<file path="config.mk">
export PLATFORM = sky130hd
export DESIGN_NAME = cond_exec_stage_flat
export DESIGN_NICKNAME = d
export VERILOG_FILES = /design/src/rtl/cond_exec_stage_if.sv /design/src/rtl/cond_exec_stage.sv /design/src/flat_wrapper.sv
export SDC_FILE = /design/constraint.sdc
export NUM_CORES = 1
export LEC_CHECK = 0
export BUFFER_PORTS_ARGS = -buffer_cell sky130_fd_sc_hd__buf_2
export CAP_MARGIN = 5
export CORE_MARGIN = 8
export CORE_UTILIZATION = 35
export CTS_CLUSTER_SIZE = 16
export DETAILED_ROUTE_END_ITERATION = 6
export PLACE_DENSITY = 0.71
export SLEW_MARGIN = 40
export SYNTH_ARGS = -nofsm -noshare
export SYNTH_HDL_FRONTEND = slang
export SYNTH_SLANG_ARGS = --single-unit
</file>
<file path="constraint.sdc">
create_clock -name clk -period 1.8 [get_ports clk]
set_input_delay 0.36 -clock clk [delete_from_list [all_inputs] [get_ports clk]]
set_output_delay 0.36 -clock clk [all_outputs]
set_load 0.03 [all_outputs]
</file>
<file path="src/rtl/cond_exec_stage_if.sv">
// Decode-to-execute boundary bundle: decoder controls, hazard controls,
// ALU flags in, and the registered/gated execute-stage controls out.
interface cond_exec_stage_if;
    logic       stall_e;
    logic       flush_e;
    logic       pcs_d;
    logic       regw_d;
    logic       memw_d;
    logic       memtoreg_d;
    logic       alusrc_d;
    logic [2:0] alucontrol_d;
    logic [1:0] flagw_d;
    logic [3:0] cond_d;
    logic [3:0] alu_flags_e;
    logic [2:0] alucontrol_e;
    logic       alusrc_e;
    logic       memtoreg_e;
    logic       pcsrc_e;
    logic       regwrite_e;
    logic       memwrite_e;
    logic       cond_ex_e;
    logic       valid_e;
    logic [3:0] flags_q;

    modport master (
        output stall_e, flush_e, pcs_d, regw_d, memw_d, memtoreg_d, alusrc_d,
               alucontrol_d, flagw_d, cond_d, alu_flags_e,
        input  alucontrol_e, alusrc_e, memtoreg_e, pcsrc_e, regwrite_e,
               memwrite_e, cond_ex_e, valid_e, flags_q
    );

    modport slave (
        input  stall_e, flush_e, pcs_d, regw_d, memw_d, memtoreg_d, alusrc_d,
               alucontrol_d, flagw_d, cond_d, alu_flags_e,
        output alucontrol_e, alusrc_e, memtoreg_e, pcsrc_e, regwrite_e,
               memwrite_e, cond_ex_e, valid_e, flags_q
    );
endinterface

</file>
<file path="src/rtl/cond_exec_stage.sv">
// Execute-stage control register with NZCV flag state and predication:
// the condition field gates register/memory/PC writes and flag updates.
module cond_exec_stage (
    input  logic               clk,
    input  logic               rst_n,
    cond_exec_stage_if.slave   bus
);

    typedef struct packed {
        logic       valid;
        logic       pcs;
        logic       regw;
        logic       memw;
        logic       memtoreg;
        logic       alusrc;
        logic [2:0] alucontrol;
        logic [1:0] flagw;
        logic [3:0] cond;
    } ereg_t;

    // Condition evaluation against {N,Z,C,V}; 1111 is never-execute.
    function automatic logic cond_check(input logic [3:0] cond, input logic [3:0] flags);
        logic n;
        logic z;
        logic c;
        logic v;
        logic res;
        n = flags[3];
        z = flags[2];
        c = flags[1];
        v = flags[0];
        case (cond)
            4'b0000: res = z;
            4'b0001: res = ~z;
            4'b0010: res = c;
            4'b0011: res = ~c;
            4'b0100: res = n;
            4'b0101: res = ~n;
            4'b0110: res = v;
            4'b0111: res = ~v;
            4'b1000: res = c & ~z;
            4'b1001: res = ~c | z;
            4'b1010: res = (n == v);
            4'b1011: res = (n != v);
            4'b1100: res = ~z & (n == v);
            4'b1101: res = z | (n != v);
            4'b1110: res = 1'b1;
            default: res = 1'b0;
        endcase
        return res;
    endfunction

    ereg_t      e_r;
    ereg_t      e_next_s;
    logic [3:0] flags_r;
    logic [3:0] flags_next_s;
    logic       cond_ex_s;
    logic       flag_en_s;

    assign cond_ex_s = cond_check(e_r.cond, flags_r);
    assign flag_en_s = e_r.valid & cond_ex_s & ~bus.stall_e;

    // Next E-register contents: flush beats stall beats load.
    always_comb begin
        e_next_s = e_r;
        if (bus.flush_e) begin
            e_next_s = '0;
        end else if (bus.stall_e) begin
            e_next_s = e_r;
        end else begin
            e_next_s.valid      = 1'b1;
            e_next_s.pcs        = bus.pcs_d;
            e_next_s.regw       = bus.regw_d;
            e_next_s.memw       = bus.memw_d;
            e_next_s.memtoreg   = bus.memtoreg_d;
            e_next_s.alusrc     = bus.alusrc_d;
            e_next_s.alucontrol = bus.alucontrol_d;
            e_next_s.flagw      = bus.flagw_d;
            e_next_s.cond       = bus.cond_d;
        end
    end

    // Next flags: the NZ and CV halves update independently.
    always_comb begin
        flags_next_s = flags_r;
        if (flag_en_s && e_r.flagw[1]) begin
            flags_next_s[3:2] = bus.alu_flags_e[3:2];
        end else begin
            flags_next_s[3:2] = flags_r[3:2];
        end
        if (flag_en_s && e_r.flagw[0]) begin
            flags_next_s[1:0] = bus.alu_flags_e[1:0];
        end else begin
            flags_next_s[1:0] = flags_r[1:0];
        end
    end

    // E register and architectural flags.
    always_ff @(posedge clk or negedge rst_n) begin
        if (!rst_n) begin
            e_r     <= '0;
            flags_r <= 4'b0000;
        end else begin
            e_r     <= e_next_s;
            flags_r <= flags_next_s;
        end
    end

    assign bus.alucontrol_e = e_r.alucontrol;
    assign bus.alusrc_e     = e_r.alusrc;
    assign bus.memtoreg_e   = e_r.memtoreg;
    assign bus.pcsrc_e      = e_r.pcs  & e_r.valid & cond_ex_s;
    assign bus.regwrite_e   = e_r.regw & e_r.valid & cond_ex_s;
    assign bus.memwrite_e   = e_r.memw & e_r.valid & cond_ex_s;
    assign bus.cond_ex_e    = cond_ex_s;
    assign bus.valid_e      = e_r.valid;
    assign bus.flags_q      = flags_r;

endmodule

</file>
<file path="src/flat_wrapper.sv">
// flat-port wrapper written by rule: the top's interface ports become plain ports
module cond_exec_stage_flat 
  (clk, rst_n, bus_stall_e, bus_flush_e, bus_pcs_d, bus_regw_d, bus_memw_d, bus_memtoreg_d, bus_alusrc_d, bus_alucontrol_d, bus_flagw_d, bus_cond_d, bus_alu_flags_e, bus_alucontrol_e, bus_alusrc_e, bus_memtoreg_e, bus_pcsrc_e, bus_regwrite_e, bus_memwrite_e, bus_cond_ex_e, bus_valid_e, bus_flags_q);
  cond_exec_stage_if bus_i ();
  input  logic clk;
  input  logic rst_n;
  input wire logic [$bits(bus_i.stall_e)-1:0] bus_stall_e;
  input wire logic [$bits(bus_i.flush_e)-1:0] bus_flush_e;
  input wire logic [$bits(bus_i.pcs_d)-1:0] bus_pcs_d;
  input wire logic [$bits(bus_i.regw_d)-1:0] bus_regw_d;
  input wire logic [$bits(bus_i.memw_d)-1:0] bus_memw_d;
  input wire logic [$bits(bus_i.memtoreg_d)-1:0] bus_memtoreg_d;
  input wire logic [$bits(bus_i.alusrc_d)-1:0] bus_alusrc_d;
  input wire logic [$bits(bus_i.alucontrol_d)-1:0] bus_alucontrol_d;
  input wire logic [$bits(bus_i.flagw_d)-1:0] bus_flagw_d;
  input wire logic [$bits(bus_i.cond_d)-1:0] bus_cond_d;
  input wire logic [$bits(bus_i.alu_flags_e)-1:0] bus_alu_flags_e;
  output wire logic [$bits(bus_i.alucontrol_e)-1:0] bus_alucontrol_e;
  output wire logic [$bits(bus_i.alusrc_e)-1:0] bus_alusrc_e;
  output wire logic [$bits(bus_i.memtoreg_e)-1:0] bus_memtoreg_e;
  output wire logic [$bits(bus_i.pcsrc_e)-1:0] bus_pcsrc_e;
  output wire logic [$bits(bus_i.regwrite_e)-1:0] bus_regwrite_e;
  output wire logic [$bits(bus_i.memwrite_e)-1:0] bus_memwrite_e;
  output wire logic [$bits(bus_i.cond_ex_e)-1:0] bus_cond_ex_e;
  output wire logic [$bits(bus_i.valid_e)-1:0] bus_valid_e;
  output wire logic [$bits(bus_i.flags_q)-1:0] bus_flags_q;
  assign bus_i.stall_e = bus_stall_e;
  assign bus_i.flush_e = bus_flush_e;
  assign bus_i.pcs_d = bus_pcs_d;
  assign bus_i.regw_d = bus_regw_d;
  assign bus_i.memw_d = bus_memw_d;
  assign bus_i.memtoreg_d = bus_memtoreg_d;
  assign bus_i.alusrc_d = bus_alusrc_d;
  assign bus_i.alucontrol_d = bus_alucontrol_d;
  assign bus_i.flagw_d = bus_flagw_d;
  assign bus_i.cond_d = bus_cond_d;
  assign bus_i.alu_flags_e = bus_alu_flags_e;
  assign bus_alucontrol_e = bus_i.alucontrol_e;
  assign bus_alusrc_e = bus_i.alusrc_e;
  assign bus_memtoreg_e = bus_i.memtoreg_e;
  assign bus_pcsrc_e = bus_i.pcsrc_e;
  assign bus_regwrite_e = bus_i.regwrite_e;
  assign bus_memwrite_e = bus_i.memwrite_e;
  assign bus_cond_ex_e = bus_i.cond_ex_e;
  assign bus_valid_e = bus_i.valid_e;
  assign bus_flags_q = bus_i.flags_q;
  cond_exec_stage u_core (.clk(clk), .rst_n(rst_n), .bus(bus_i));
endmodule
</file>
==> results of run 1 <==
## per-layer routing
layer / global-route usage [%] / vias to the layer above
met2: 16.6 / 25
met3: 3.25 / 4
met1: 11.5 / 405
met4: 5.13 / 0
li1: - / 417
met5: 0 / -
## critical path, cell delays in order (launching register included)
cell and delay [ps]:
dfrtp_2 450, mux2i_4 200, nor3b_2 250, a2111oi_4 80, buf_4 150, or3_4 330, buf_6 150
## cell type report
| cell class | count | area [sq um] | share of cell area [%] |
|---|---|---|---|
| inverters | 2 | 7.51 | 0.517 |
| repair buffers | 54 | 345 | 23.8 |
| multi-input cells | 64 | 551 | 37.9 |
| well taps | 31 | 38.8 | 2.67 |
| flip-flops and latches | 19 | 484 | 33.3 |
| clock buffers | 4 | 26.3 | 1.81 |
## worst paths after layout
kind	to	slack, ps	cells after the start
min reg2reg	u_core.bus.alucontrol_e[2]$_DFFE_PN0P_	530	2
max reg2reg	u_core.bus.flags_q[3]$_DFFE_PN0P_	-210	7
min in group asynchronous	u_core.bus.alucontrol_e[0]$_DFFE_PN0P_	560	2
min	u_core.bus.flags_q[0]$_DFFE_PN0P_	260	2
max in group asynchronous	u_core.e_r[0]$_DFFE_PN0P_	910	2
max	bus_cond_ex_e	-450	6
## what timing repair did
| item | 4_1_cts | 5_1_grt |
|---|---|---|
| buffers inserted | 6 | 1 |
| endpoints found under the setup margin | 8 | 8 |
| pin swaps | 8 | 2 |
| resized for setup | 9 | 1 |
| endpoints found under the hold margin | 19 | 0 |
| hold buffers | 1 | 0 |
## layout by cell type (no fill, tap or decap), types with 2 or more instances in the layout
cell type | netlist | routed
nor2b_1 | 4 | 4
inv_1 | 2 | 2
mux2_1 | 4 | 4
dfrtp_2 | 0 | 7
dfrtp_1 | 19 | 12
clkbuf_4 | 0 | 3
nor2_1 | 15 | 15
o311ai_2 | 2 | 2
mux2i_1 | 16 | 14
nand2_1 | 3 | 3
and2_4 | 0 | 3
buf_6 | 1 | 4
buf_4 | 3 | 18
buf_2 | 0 | 31
## state kept, by name, summed over array words and instances, names as in the netlist
| name | count |
|---|---|
| u_core.bus.memtoreg_e | 1 |
| u_core.bus.alusrc_e | 1 |
| u_core.bus.valid_e | 1 |
| u_core.bus.flags_q | 4 |
| u_core.e_r | 9 |
| u_core.bus.alucontrol_e | 3 |
## power breakdown
| group | total (mW) | switching, mW | internal, mW |
|---|---|---|---|
| Combinational | 0.433 | 0.215 | 0.219 |
| Clock | 0.213 | 0.127 | 0.0864 |
| Sequential | 0.517 | 0.0466 | 0.471 |
## per-stage QoR
stage	cell area [sq um]	cells	hold slack, ps
detailed placement	1340	162	329
finish	1450	174	262
global placement	1340	162	313
floorplan	1090	93	64.4
global route	1450	174	266
CTS	1440	173	255
## cells by family (layout without fill, tap and decap cells)
family	count (synthesis)	in the layout	synth area share, %
muxes	20	20	19.8
xor gates and xnor gates	2	2	1.69
buffers and inverters	10	60	5.54
and+or+nand+nor	31	31	15.5
AOI/OAI and AO/OA	11	11	11.7
DFF	19	19	45.8
==> key figures, run 1 <==
Status
  – Status: finished with violations
  – Failing checks: negative setup slack

STA
  – Final setup TNS: -2620 ps
  – Tightest Pin Transition: 438 ps
  – Final Hold Fails: 0
  – Worst Skew: roughly 2.5 ps
  – Max-slew violations: 0
  – RSZ-0062 raised after global routing: yes
  – Endpoints failing setup: 8
  – Max Clock Freq: ~440 MHz
  – Fin crit period: 2250 ps
  – Max-slew headroom at the worst pin: 70.8%
  – Final WS setup: -454 ps
  – Crit share post-route: 125%

Routing
  – DRC Markers: 0
  – Met2 wire len: between 1000 and 1500 um
  – DR WL/cell: 14.4 um
  – Top routing layer in use: met4
  – Final ANT Viol Nets: 0
  – Initial drt markers: 8
  – Met3 wire length: 146 um
  – Met1 WL: 1070 um
  – Vias per cell: 4.89
  – First drt pass iteration count: 2
  – Routed vias: 851
  – Final wirelength: 2510 um

GRT
  – GRT overflow: 0
  – Initial antenna violation count: 0
  – First-pass GRT wire length: 4140 um
  – Gr usage total: about a tenth
  – Largest net degree at the start of global routing: 20
  – Vias in the first global route: 941

Place
  – Final Wtd Congestion: approximately 0.74
  – # port buffers: 35
  – Dpl hpwl: 1940 um
  – Pre-CTS setup slack: -227 ps

Synth
  – Avg Inst Size Synth: 11.2 sq um
  – Post-Synthesis Cells: 93
  – YS warnings: 0
  – Syn Nets: 115
  – Post-Syn Area: 1040 sq um
  – Synth cell types: 30
  – Top cells by area, synth: dfrtp_1 (46%), mux2i_1 (15%), nor2_1 (5.4%), mux2_1 (4.3%), o311ai_2 (3.1%)
  – Yosys top cell area share: 45.8%
  – Yosys top cell by area: dfrtp_1
  – Seq/Total Area, Yosys: 45.8%
  – Most frequent cell after synthesis: dfrtp_1
  – EDFF count, synth: 0
  – Top cells by count, synth: dfrtp_1 (19), mux2i_1 (16), nor2_1 (15)
  – FFs w/ async S/R, synth: 100%
  – Most used DFF post-synth: dfrtp_1
  – FF+latch count, synth: 19

Clock network
  – CTS H-tree lvls: 1
  – Clk slew on worst S/H paths: 100 ps
  – Total CTS buffers: 3
  – Clk_lat worst skew: 300 ps
  – CTS tree: yes
  – Clk sink count: 19
  – Max Buffers Root-to-Sink: 2
  – Clock Tree Root: clkbuf_4

Critical path
  – Worst-path maximum fanout: 3
  – WS Path Type: flop to output port
  – Crit path required time: 1440 ps
  – Arr. time, crit path: about 1900 ps
  – Worst Setup End Kind: output port
  – Reg2reg start: u_core.e_r[1]$_DFFE_PN0P_
  – Startpoint types: flop
  – CP startpoint: u_core.e_r[1]$_DFFE_PN0P_

Pwr
  – Max rail drop VDD: 607 uV
  – Leak Pwr: around 0.73 nW
  – P per Cell Area: 801 nW/um^2
  – Overall power: 1.16 mW

Die
  – CORE AREA: 2780 sq um
  – I/O pin total: 36
  – Cell Rows: 19
  – Die height: 70.5 um
  – Initial core utilization: 37.3%
  – Die Wd: 70.5 um
  – Die Footprint: a little under 5000 sq um

Final layout
  – Core Util, Final: 52.2%
  – Share of layout cells above drive strength 1: a little under three fifths
  – Antenna diodes: 0
  – Fin nets: 166
  – Area Growth Syn to Fin: 39.9%
  – Fillers: 230

Job
  – Max-Cap Viols: 0

Hold path
  – Hold_sp: bus_alu_flags_e[0]
  – Worst min-delay path category: input pin to flop
Note: power is estimated with default switching activity, not from simulation.
==> inputs of run 2 (changes only) <==
Settings changed: PLACE_DENSITY 0.71 to 0.67, RECOVER_POWER set to 25.
Clock period 1.8 ns to 2.1 ns, I/O delays scaled along.
==> run 2 against run 1 <==
Effect of this change:
- the flow still finishes with violations (negative setup slack)
- cell area is 2.2% lower
- via count is 2.9% lower
- first-iteration DRC count is 140% higher
- final cell count fell by 2.3%
- die area unchanged
- sequential share of layout area grew 0.68 points
- combinational power shrank 20%
- clock-buffer cell count unchanged
- power fell by 16%
- clock skew increased by 0.61 ps
- worst hold slack improved by 5.0 ps
- setup slack gained 200 ps
- critical endpoint is now bus_pcsrc_e
- largest power group unchanged
==> key figures, run 2 (synthesis results as in run 1) <==
Status
  – Status: finished with violations
  – Failing checks: negative setup slack

STA
  – Max Clock Freq: about 430 MHz
  – Final Hold Fails: 0
  – Tightest Pin Transition: 1030 ps
  – Crit share post-route: 112%
  – Max-slew violations: 0
  – RSZ-0062 raised after global routing: yes
  – Endpoints failing setup: 4
  – Final WS setup: -250 ps
  – Max-slew headroom at the worst pin: 31.1%
  – Worst Skew: 3.07 ps
  – Final setup TNS: -951 ps
  – Fin crit period: between 2000 and 2500 ps

GRT
  – First-pass GRT wire length: between 4000 and 5000 um
  – Vias in the first global route: between 900 and 1000
  – Largest net degree at the start of global routing: 20
  – GRT overflow: 0
  – Gr usage total: a little over a tenth
  – Initial antenna violation count: 0

Routing
  – Final wirelength: 2450 um
  – Routed vias: 826
  – DRC Markers: 0
  – Vias per cell: 4.86
  – DR WL/cell: 14.4 um
  – Initial drt markers: 19
  – Final ANT Viol Nets: 0
  – First drt pass iteration count: 4

Die
  – CORE AREA: 2780 sq um
  – Die height: 70.5 um
  – Die Footprint: ~5000 sq um
  – Initial core utilization: 37.3%
  – I/O pin total: 36
  – Die Wd: just over 70 um
  – Cell Rows: 19

Final layout
  – Largest register FFs: 9
  – Fin nets: 162
  – Finished Layout Cells: 170
  – Area taken by multi-input logic gates: 553 sq um
  – Fillers: 260
  – Share of layout cells above drive strength 1: 55.4%
  – Antenna diodes: 0
  – Commonest non-fill, non-tap cell in the layout: buf_2
  – Register Area: 483 sq um
  – Core Util, Final: just over 50%
  – Area Growth Syn to Fin: 36.7%
  – Most frequent cells in the layout: buf_2 (30), nor2_1 (15), buf_4 (15), mux2i_1 (14), dfrtp_1 (13)
  – Largest reg by FF count: u_core.e_r

Pwr
  – Overall power: 976 uW
  – P per Cell Area: 688 nW/um^2
  – Max rail drop VDD: 582 uV
  – Leak Pwr: between 0.7 and 0.8 nW

Job
  – Max-Cap Viols: 0

Clock network
  – Clk_lat worst skew: 300 ps
  – CTS H-tree lvls: 1
  – Clk slew on worst S/H paths: 110 ps
  – Max Buffers Root-to-Sink: 2
  – CTS tree: yes
  – Hold buffer count at cts: 0
  – Clk sink count: 19
  – Clock Tree Root: clkbuf_4
  – Total CTS buffers: 3

Critical path
  – Worst Reg-to-Reg Cells: 8
  – CP cell instances: xnor2_2, o221a_1, a2111oi_4, o31a_2, and2_4, buf_6
  – Crit path required time: 1680 ps
  – Worst-path maximum fanout: 6
  – Worst Setup End Kind: output port
  – Worst R2R End: u_core.bus.flags_q[3]$_DFFE_PN0P_
  – Reg2reg start: u_core.bus.flags_q[0]$_DFFE_PN0P_
  – Worst path slowest cell: dfrtp_2
  – Arr. time, crit path: 1930 ps
  – CP top delay family: compound AO/OA/AOI/OAI gates
  – Reg-to-reg slack, setup: 70 ps
  – WP buf/inv: 1
  – Startpoint types: flop
  – CP startpoint: u_core.e_r[0]$_DFFE_PN0P_
  – Worst path max stage delay: 470 ps
  – WS Path Type: flop to output port

Hold path
  – Worst min-delay path category: input pin to async pin

Place
  – Dpl hpwl: 1830 um
  – # port buffers: 35
  – Final Wtd Congestion: just over 0.9
  – Post-placement cell count: 160
==> run 2: changes by cell type in the layout (fill, tap and decap cells not counted), sizes merged <==
| cell | previous run | this run |
|---|---|---|
| buf | 53 | 49 |
| dlygate4sd3 | 1 | 0 |
| clkbuf | 4 | 5 |
==> run 2: routing by layer <==
layer  up-vias  routed length (um)  GRT usage, %
met2        22                1240          17.2
li1        411                   -             -
met3         4                  81          1.69
met5         -                   0             0
met4         0                  34          4.02
met1       389                1090          13.7
==> run 2: worst max-delay path by stage <==
stage | end | slack (ps) | depth (start not counted)
final | bus_pcsrc_e | -250 | 6
after global routing | bus_pcsrc_e | -330 | 6
after CTS | bus_memwrite_e | -240 | 6
after detailed placement | bus_cond_ex_e | -60 | 6
after global placement | bus_cond_ex_e | -60 | 6
after floorplan | bus_memwrite_e | 40 | 5
==> run 2: repair_timing <==
action | in CTS | in global routing
setup buffers | 6 | 0
resized for setup | 18 | 2
gates cloned | 0 | 0
endpoints found under the setup margin | 4 | 8
pin swaps | 6 | 3
==> run 2: worst reg2reg max path: stages (launching register included) <==
cell and delay, ps:
dfrtp_2 440, xor2_2 190, buf_4 140, nand3_1 90
a21oi_2 80, buf_4 140, buf_4 130, o311ai_2 360
mux2_1 360
==> run 2: area by class of cell <==
class	instances	area share, %
Clock buffer	4	1.85
Inverter	2	0.529
Multi-Input combinational cell	64	38.9
Sequential cell	19	34.0
Tap cell	31	2.73
Timing Repair Buffer	50	21.9
==> run 2: report_power, final <==
group          internal, mW  leakage (nW)  switching [mW]
Clock                0.0741        0.0150           0.113
Combinational         0.171         0.455           0.178
Sequential            0.403         0.243          0.0377
Total                 0.648         0.712           0.328
==> run 2: per-stage QoR <==
| step | cell area [sq um] | hold WS [ps] | setup WS [ps] |
|---|---|---|---|
| finish | 1420 | 267 | -250 |
| global route | 1420 | 315 | -329 |
| CTS | 1410 | 46.0 | -243 |
| detailed placement | 1290 | 386 | -62.2 |
| global placement | 1290 | 375 | -57.7 |
| floorplan | 1050 | 124 | 37.9 |
==> inputs of run 3 (changes only) <==
Settings changed: CORE_ASPECT_RATIO set to 1.1, SETUP_SLACK_MARGIN set to 0.1.
==> run 3 against run 2 <==
Effect of this change:
- the flow still finishes with violations (negative setup slack)
- sequential share of layout area decreased by 0.76 points
- utilization grew 1.0 points
- largest cell class unchanged
- critical path type unchanged
- first-iteration DRC count increased by 5.3%
- die area barely moved
- global-route usage fell by 0.19 points
- sequential power rose by 2%
- highest routed layer unchanged
==> key figures, run 3 (synthesis results as in run 1) <==
Die
  – Initial core utilization: 37.1%
  – Die Footprint: approximately 5000 sq um
  – Die height: 73.1 um
  – Cell Rows: 20
  – CORE AREA: 2800 sq um
  – Die Wd: about 68 um
  – I/O pin total: 36

Status
  – Status: finished with violations
  – Failing checks: negative setup slack

GRT
  – Initial antenna violation count: 0
  – Gr usage total: approximately a tenth
  – First-pass GRT wire length: 4140 um
  – Largest net degree at the start of global routing: 20
  – Vias in the first global route: 952
  – GRT overflow: 0

STA
  – Fin crit period: 2330 ps
  – Max-slew headroom at the worst pin: 32.8%
  – Final setup TNS: -868 ps
  – Max-slew violations: 0
  – Crit share post-route: 111%
  – Final WS setup: -227 ps
  – Max Clock Freq: roughly 430 MHz
  – RSZ-0062 raised after global routing: yes
  – Worst hold margin: 263 ps
  – Final Hold Fails: 0
  – Worst Skew: around 2.3 ps
  – Endpoints failing setup: 4
  – Tightest Pin Transition: 1010 ps

Clock network
  – Clk slew on worst S/H paths: 100 ps
  – CTS H-tree lvls: 1
  – Clk_lat worst skew: roughly 290 ps
  – Total CTS buffers: 3
  – Max Buffers Root-to-Sink: 2
  – Clk sink count: 19
  – Hold buffer count at cts: 0
  – Clock Tree Root: clkbuf_4
  – CTS tree: yes

Critical path
  – Crit path required time: ~1700 ps
  – WS Path Type: flop to output port
  – Worst-path maximum fanout: 4
  – Startpoint types: flop
  – Worst Setup End Kind: output port
  – Arr. time, crit path: 1910 ps

Routing
  – Vias per cell: 4.98
  – First drt pass iteration count: 2
  – DRC Markers: 0
  – Routed vias: 852
  – Initial drt markers: 20
  – Final wirelength: around 2400 um
  – Final ANT Viol Nets: 0
  – DR WL/cell: about 14 um

Pwr
  – P per Cell Area: between 600 and 700 nW/um^2
  – Overall power: 990 uW
  – Max rail drop VDD: 538 uV
  – Leak Pwr: 0.719 nW

Place
  – Final Wtd Congestion: 0.771
  – Dpl hpwl: 1830 um
  – # port buffers: 35
  – Pre-CTS setup slack: -4.57 ps

Final layout
  – Most frequent cells in the layout: buf_2 (30), nor2_1 (15), mux2i_1 (14), buf_4 (12), dfrtp_1 (11)
  – Area Growth Syn to Fin: 40.6%
  – Largest register FFs: 9
  – Largest reg by FF count: u_core.e_r
  – Fin nets: 161
  – Commonest non-fill, non-tap cell in the layout: buf_2
  – Share of layout cells above drive strength 1: 58.0%
  – Antenna diodes: 0

Job
  – Max-Cap Viols: 0

Hold path
  – Worst min-delay path category: input pin to async pin
## run 3: changes by cell type in the layout (fill, tap and decap cells not counted), sizes merged
cell	previous run	this run
buf	49	48
## run 3: layer usage
| layer | part of all wire (%) | global-route usage, % | vias to the layer above | wire length, um |
|---|---|---|---|---|
| met5 | 0 | 0 | - | 0 |
| met4 | 1.2 | 3.42 | 0 | 30 |
| met3 | 6.3 | 3.38 | 4 | 153 |
| met2 | 51 | 17.4 | 21 | 1230 |
| met1 | 42 | 12.1 | 421 | 1010 |
| li1 | - | - | 406 | - |
## run 3: power by group
part	internal (mW)	switching, mW	leakage, nW
Combinational	0.179	0.180	0.464
Clock	0.0740	0.109	0.0150
Sequential	0.404	0.0451	0.240
## run 3: final cells by class
cell class	count	area [sq um]
repair buffers	49	312
inverters	2	7.51
clock buffers	4	26.3
fillers	261	1340
well taps	33	41.3
flip-flops and latches	19	485
multi-input cells	64	588
## run 3: path summary, 6_finish.rpt
check                                                       start                                 to  slack (ps)  cells past startpoint
worst max-delay path            u_core.bus.flags_q[0]$_DFFE_PN0P_                     bus_memwrite_e        -230                      7
worst min-delay path                                        rst_n         u_core.e_r[13]$_DFFE_PN0P_         260                      1
worst max register to register          u_core.e_r[0]$_DFFE_PN0P_  u_core.bus.flags_q[1]$_DFFE_PN0P_         130                      7
worst min register to register         u_core.e_r[13]$_DFFE_PN0P_         u_core.e_r[13]$_DFFE_PN0P_         530                      2
max in group asynchronous                                   rst_n          u_core.e_r[1]$_DFFE_PN0P_        1170                      1
min in group clk                               bus_alu_flags_e[1]  u_core.bus.flags_q[1]$_DFFE_PN0P_         350                      2
## run 3: metrics by stage
step	utilization [%]	std cells	instance area, sq um
2_1_floorplan	-	93	1060
3_3_place_gp	46.1	161	1290
3_5_place_dp	46.1	161	1290
4_1_cts	50.0	168	1400
5_1_grt	52.1	171	1460
6_report	52.1	171	1460
## run 3: worst max-delay path, stage by stage (launching register included)
cell and delay, ps:
dfrtp_2 440, buf_4 150, o21a_1 170, o21ai_1 100
a21oi_2 80, o31a_2 340, and2_2 200, buf_6 130
## run 3: timing repair
| item | in CTS | in global routing |
|---|---|---|
| endpoints found under the setup margin | 4 | 8 |
| gates resized for setup | 14 | 11 |
| setup buffers | 3 | 4 |
| pin swaps | 0 | 2 |
